$ cat src/rtl/ahbl_exclusive_monitor.sv
`default_nettype none
// ============================================================================
// ahbl_exclusive_monitor
// AHB-Lite exclusive-access monitor with one reservation per master ID.
// Rev 1.0
// ============================================================================
module ahbl_exclusive_monitor #(
    parameter int N_MASTERS    = 2,
    parameter int W_ADDR       = 32,
    parameter int W_DATA       = 32,
    parameter int GRANULE_BITS = 2
) (
    input  logic              clk,
    input  logic              rst_n,

    input  logic              src_hready,
    output logic              src_hready_resp,
    output logic              src_hresp,
    input  logic [W_ADDR-1:0] src_haddr,
    input  logic              src_hwrite,
    input  logic [1:0]        src_htrans,
    input  logic [2:0]        src_hsize,
    input  logic [2:0]        src_hburst,
    input  logic [3:0]        src_hprot,
    input  logic              src_hmastlock,
    input  logic [W_DATA-1:0] src_hwdata,
    output logic [W_DATA-1:0] src_hrdata,
    input  logic              src_hexcl,
    input  logic [7:0]        src_hmaster,
    output logic              src_hexokay,

    output logic              dst_hready,
    input  logic              dst_hready_resp,
    input  logic              dst_hresp,
    output logic [W_ADDR-1:0] dst_haddr,
    output logic              dst_hwrite,
    output logic [1:0]        dst_htrans,
    output logic [2:0]        dst_hsize,
    output logic [2:0]        dst_hburst,
    output logic [3:0]        dst_hprot,
    output logic              dst_hmastlock,
    output logic [W_DATA-1:0] dst_hwdata,
    input  logic [W_DATA-1:0] dst_hrdata
);

    localparam int          W_ID   = (N_MASTERS > 1) ? $clog2(N_MASTERS) : 1;
    localparam int          W_GRAN = W_ADDR - GRANULE_BITS;
    localparam int unsigned N_IDS  = N_MASTERS;

    // Reservation table
    logic [N_MASTERS-1:0] resv_valid_q;
    logic [N_MASTERS-1:0] resv_valid_d;
    logic [W_GRAN-1:0]    resv_addr_q [N_MASTERS];
    logic [W_GRAN-1:0]    resv_addr_d [N_MASTERS];
    logic [N_MASTERS-1:0] resv_hit;

    // Data-phase flags
    logic dph_excl_q, dph_excl_d;
    logic dph_ok_q,   dph_ok_d;
    logic dph_supp_q, dph_supp_d;

    logic              accept;
    logic              id_in_range;
    logic [W_ID-1:0]   id;
    logic [W_GRAN-1:0] granule;
    logic              excl_rd_set;
    logic              excl_wr_pass;
    logic              excl_wr_fail;
    logic              own_hit;

    assign accept      = src_hready & src_htrans[1];
    assign id          = src_hmaster[W_ID-1:0];
    assign id_in_range = ({24'd0, src_hmaster} < N_IDS);
    assign granule     = src_haddr[W_ADDR-1:GRANULE_BITS];

    assign own_hit      = id_in_range & resv_hit[id];
    assign excl_rd_set  = accept & src_hexcl & ~src_hwrite & id_in_range;
    assign excl_wr_pass = accept & src_hexcl & src_hwrite & own_hit;
    assign excl_wr_fail = accept & src_hexcl & src_hwrite & ~own_hit;

    generate
        for (genvar gi = 0; gi < N_MASTERS; gi++) begin : g_entry
            logic is_own;
            logic set_e;
            logic clr_e;

            assign resv_hit[gi] = resv_valid_q[gi] & (resv_addr_q[gi] == granule);
            assign is_own       = id_in_range & (id == W_ID'(gi));
            assign set_e        = excl_rd_set & is_own;
            // Successful exclusive or plain writes kill every reservation on the
            // granule; a failed exclusive only drops the writer's own entry.
            assign clr_e        = (accept & src_hwrite & (~src_hexcl | excl_wr_pass) & resv_hit[gi])
                                | (excl_wr_fail & is_own);

            assign resv_valid_d[gi] = set_e ? 1'b1 : (clr_e ? 1'b0 : resv_valid_q[gi]);
            assign resv_addr_d[gi]  = set_e ? granule : resv_addr_q[gi];
        end
    endgenerate

    always_comb begin
        dph_excl_d = dph_excl_q;
        dph_ok_d   = dph_ok_q;
        dph_supp_d = dph_supp_q;
        if (src_hready) begin
            dph_excl_d = accept & src_hexcl;
            dph_ok_d   = excl_rd_set | excl_wr_pass;
            dph_supp_d = excl_wr_fail;
        end
    end

    always_ff @(posedge clk or negedge rst_n) begin
        if (!rst_n) begin
            resv_valid_q <= '0;
            for (int i = 0; i < N_MASTERS; i++) begin
                resv_addr_q[i] <= '0;
            end
            dph_excl_q <= 1'b0;
            dph_ok_q   <= 1'b0;
            dph_supp_q <= 1'b0;
        end else begin
            resv_valid_q <= resv_valid_d;
            for (int i = 0; i < N_MASTERS; i++) begin
                resv_addr_q[i] <= resv_addr_d[i];
            end
            dph_excl_q <= dph_excl_d;
            dph_ok_q   <= dph_ok_d;
            dph_supp_q <= dph_supp_d;
        end
    end

    assign dst_hready    = src_hready;
    assign dst_haddr     = src_haddr;
    assign dst_hwrite    = src_hwrite;
    assign dst_htrans    = excl_wr_fail ? 2'b00 : src_htrans;
    assign dst_hsize     = src_hsize;
    assign dst_hburst    = src_hburst;
    assign dst_hprot     = src_hprot;
    assign dst_hmastlock = src_hmastlock;
    assign dst_hwdata    = src_hwdata;

    // A suppressed write never reached dst, so the monitor completes it itself.
    assign src_hready_resp = dph_supp_q ? 1'b1 : dst_hready_resp;
    assign src_hresp       = dph_supp_q ? 1'b0 : dst_hresp;
    assign src_hrdata      = dph_supp_q ? '0 : dst_hrdata;
    assign src_hexokay     = dph_excl_q & dph_ok_q & ~src_hresp;

endmodule
`default_nettype wire

$ cat config.mk
export PLATFORM = sky130hd
export DESIGN_NAME = ahbl_exclusive_monitor
export DESIGN_NICKNAME = d
export VERILOG_FILES = /design/src/rtl/ahbl_exclusive_monitor.sv
export SDC_FILE = /design/constraint.sdc
export NUM_CORES = 1
export LEC_CHECK = 0
export ABC_CLOCK_PERIOD_IN_PS = 5000
export CAP_MARGIN = 20
export CORE_ASPECT_RATIO = 0.6
export CORE_UTILIZATION = 32
export DETAILED_ROUTE_END_ITERATION = 8
export PLACE_DENSITY = 0.69
export SLEW_MARGIN = 15
export SYNTH_ARGS = -nofsm -noshare
export SYNTH_HDL_FRONTEND = slang
export SYNTH_SLANG_ARGS = --single-unit
$ cat constraint.sdc
create_clock -name clk -period 5 [get_ports clk]
set_input_delay 1 -clock clk [delete_from_list [all_inputs] [get_ports clk]]
set_output_delay 1 -clock clk [all_outputs]
set_load 0.02 [all_outputs]
==> flow_metrics.env <==
export IMPL_clock_sinks=65
export IMPL_path_buf_inv=2
export IMPL_crit_arrival_ns=3.79
export IMPL_cp_max_fo=5
export IMPL_rsz0062_at_grt="no"
export IMPL_status="finished, final reports clean"
export IMPL_cp_end_kind="output pin"
export IMPL_pin_count=238
export IMPL_min_path_cells=2
export IMPL_reg2reg_from="resv_addr_q[29]"
export IMPL_row_count=31
export IMPL_crit_path_start_kind="input pin"
export IMPL_via_per_inst=4.61
export IMPL_cp_top_family="buffers and inverters"
export IMPL_rr_worst_depth=8
export IMPL_async_flop_share=1.00
export IMPL_htreeDepth=3
export IMPL_grt_pass1_vias=2952
export IMPL_setup_violations_final=0
export IMPL_worst_r2r_endpoint="resv_valid_q[1]"
export IMPL_finalWirelength_um=10300
export IMPL_io_buffers=147
export IMPL_grt_total_usage=0.158
export IMPL_synth_nets=487
export IMPL_start_util=0.337
export IMPL_hold_path_end="dph_excl_q"
export IMPL_min_from="dph_excl_q"
export IMPL_ant_nets=0
export IMPL_ys_ff_latch=65
export IMPL_relSlewSlack=0.274
export IMPL_dr_first_iter_drc_count=92
export IMPL_register_area_um2=1630
export IMPL_root_buffer="clkbuf_16"
export IMPL_cts_buffer_depth=2
export IMPL_fp_coreArea_um2=12400
export IMPL_synth_cell_types=33
export IMPL_avgRoutedWirePerCell_um=16.9
export IMPL_drc=0
export IMPL_multiInputGateArea_um2=1880
export IMPL_tightest_slew_ns=1.09
export IMPL_dpl_cell_area_um2=5230
export IMPL_fin_cells=608
export IMPL_yosys_warnings=0
export IMPL_ys_seq_area_frac=0.390
export IMPL_grt_max_degree=38
export IMPL_antenna_found_initial=0
export IMPL_syn_cell_area_um2=4170
export IMPL_final_fill_count=1133
export IMPL_diodes=0
export IMPL_slowest_stage="clkdlybuf4s50_1"
export IMPL_cp_required_ns=4.00
export IMPL_cts_tree="built"
export IMPL_syn_avg_cell_area_um2=11.5
export IMPL_final_nets=565
export IMPL_max_stage_delay_ns=0.63
export IMPL_synth_edf_count=0
export IMPL_fmax_ghz=0.209
export IMPL_vias=2803
export IMPL_critPathKind="in2out"
export IMPL_regToRegSetupSlack_ns=2.86
export IMPL_area_growth_pct=31.9
export IMPL_grt_pass1_wl_um=16100
export IMPL_cpMostUsedCell="clkdlybuf4s50_1"
export IMPL_setup_tns_ns=0
export IMPL_final_cell_area_um2=5500
export IMPL_vdd_drop_max_mv=0.159
export IMPL_synth_top_area_frac=0.390
export IMPL_final_max_slew_violation_count=0
export IMPL_grt_overflow=0
export IMPL_min_path_type="reg2reg"
export IMPL_synth_largest_area_cell="dfrtp_1"
export IMPL_synth_area_top_cells="dfrtp_1 (39%), buf_4 (14%), mux2_4 (10%), xnor2_1 (10%), mux2_2 (8.6%)"
export IMPL_clock_latency_ns=0.32
export IMPL_dieArea_um2=13500
export IMPL_fin_crit_ns=4.79
export IMPL_p_total_mw=1.35
export IMPL_drt_pass1_iterations=4
export IMPL_path_cells="clkdlybuf4s50_1, xnor2_1, nand4_1, nor4_1, nand3_1, o22a_1, a21boi_0, clkdlybuf4s50_1"
export IMPL_cts_hold_buf=0
export IMPL_drive_gt1_frac=0.196
export IMPL_dp_hpwl_um=7870
export IMPL_ys_flop_type="dfrtp_1"
export IMPL_crit_cells=8
export IMPL_routabilityCongestion=0.762
export IMPL_cap_violations=0
export IMPL_period_share=0.959
export IMPL_hold_viol_final=0
export IMPL_dieWidth_um=149
export IMPL_finalClockSkew_ns=0.00482
export IMPL_leakagePower_nw=2.39
export IMPL_numCtsBuffers=9
export IMPL_p_per_area_nw_per_um2=246
export IMPL_die_height_um=90.4
export IMPL_clk_pin_slew_ns=0.05
export IMPL_dp_cells=593
export IMPL_postSynthCellCount=363
==> per-layer routing <==
layer	wire (µm)	vias to the layer above	GRT usage
li1	-	1298	-
met1	4790	1357	0.217
met2	4470	133	0.231
met3	909	15	0.0540
met4	116	0	0.0425
met5	0	-	0.0192
==> cell type report <==
class | count | share of cell area
Multi-Input combinational cell | 207 | 0.342
Tap cell | 165 | 0.0376
Clock buffer | 12 | 0.0449
Clock inverter | 1 | 0.000911
Inverter | 4 | 0.00273
Sequential cell | 65 | 0.296
Timing Repair Buffer | 154 | 0.276
==> state kept, by name, summed over array words and instances, names as in the netlist <==
signal / cells
resv_addr_q: 60
resv_valid_q: 2
dph_ok_q: 1
dph_excl_q: 1
dph_supp_q: 1
==> through the flow <==
stage          utilization  hold slack [ns]  setup WS, ns
2_1_floorplan            -            0.480          1.26
3_3_place_gp         0.423            0.489        0.0171
3_5_place_dp         0.423            0.504         0.134
4_1_cts              0.443            0.525         0.112
5_1_grt              0.444            0.532        0.0554
6_report             0.444            0.521         0.205
==> synthesized netlist by cell type (2+ instances only) <==
| library cell | n |
|---|---|
| nand2_1 | 6 |
| a21boi_0 | 2 |
| buf_6 | 3 |
| xor2_1 | 11 |
| nor2b_1 | 33 |
| nor2_1 | 4 |
| nor4_1 | 5 |
| mux2_4 | 29 |
| nand4_1 | 13 |
| o21ai_0 | 2 |
| xnor2_1 | 49 |
| nand3_1 | 5 |
| inv_1 | 3 |
| mux2_2 | 32 |
| buf_4 | 80 |
| dfrtp_1 | 65 |
| clkbuf_1 | 4 |
| o211ai_1 | 2 |
==> where the power goes <==
group          internal [mW]  switching, mW  leakage [nW]
clock                  0.339          0.207         0.124
combinational          0.143          0.120          1.36
sequential             0.532        0.00759         0.906
==> worst max path at each step <==
stage / start / end / slack (ns)
2_1_floorplan: src_hmaster[4] / dst_htrans[0] / 1.26
6_report: src_haddr[28] / dst_htrans[0] / 0.21
4_1_cts: src_haddr[31] / dst_htrans[0] / 0.11
5_1_grt: src_haddr[12] / dst_htrans[0] / 0.06
3_5_place_dp: src_haddr[31] / dst_htrans[0] / 0.13
3_3_place_gp: src_haddr[31] / dst_htrans[1] / 0.02
==> kinds of logic after synthesis <==
logic type,count (synthesis),share of synthesized area
xor gates and xnor gates,60,0.126
muxes,62,0.194
AOI/OAI and AO/OA,11,0.0198
buffers and inverters,91,0.159
DFF,65,0.390
and+or+nand+nor,74,0.111
==> worst min-delay path, cell delays in order, from the launching register on <==
cell	delay (ns)
dfrtp_1	0.37
inv_1	0.05
o21ai_0	0.06
==> placed cells by master, fill, tap and decap left out, types with 2 or more instances in the layout <==
cell type and n:
dfrtp_1 65, inv_1 3, nand4_1 13, mux2_4 29, o21ai_0 2, clkbuf_16 9, clkdlybuf4s50_1 146, nor2b_1 33
xnor2_1 49, xor2_1 11, nand2_1 6, buf_4 7, clkbuf_1 2, nand3_1 5, o211ai_1 2, nor2_1 4
mux2_2 32, nor4_1 5, a21boi_0 2
==> what timing repair did <==
item	4_1_cts	5_1_grt
gates resized for setup	0	0
buffers inserted	0	2
setup endpoints to repair	0	2
Note: power is estimated with default switching activity, not from simulation.
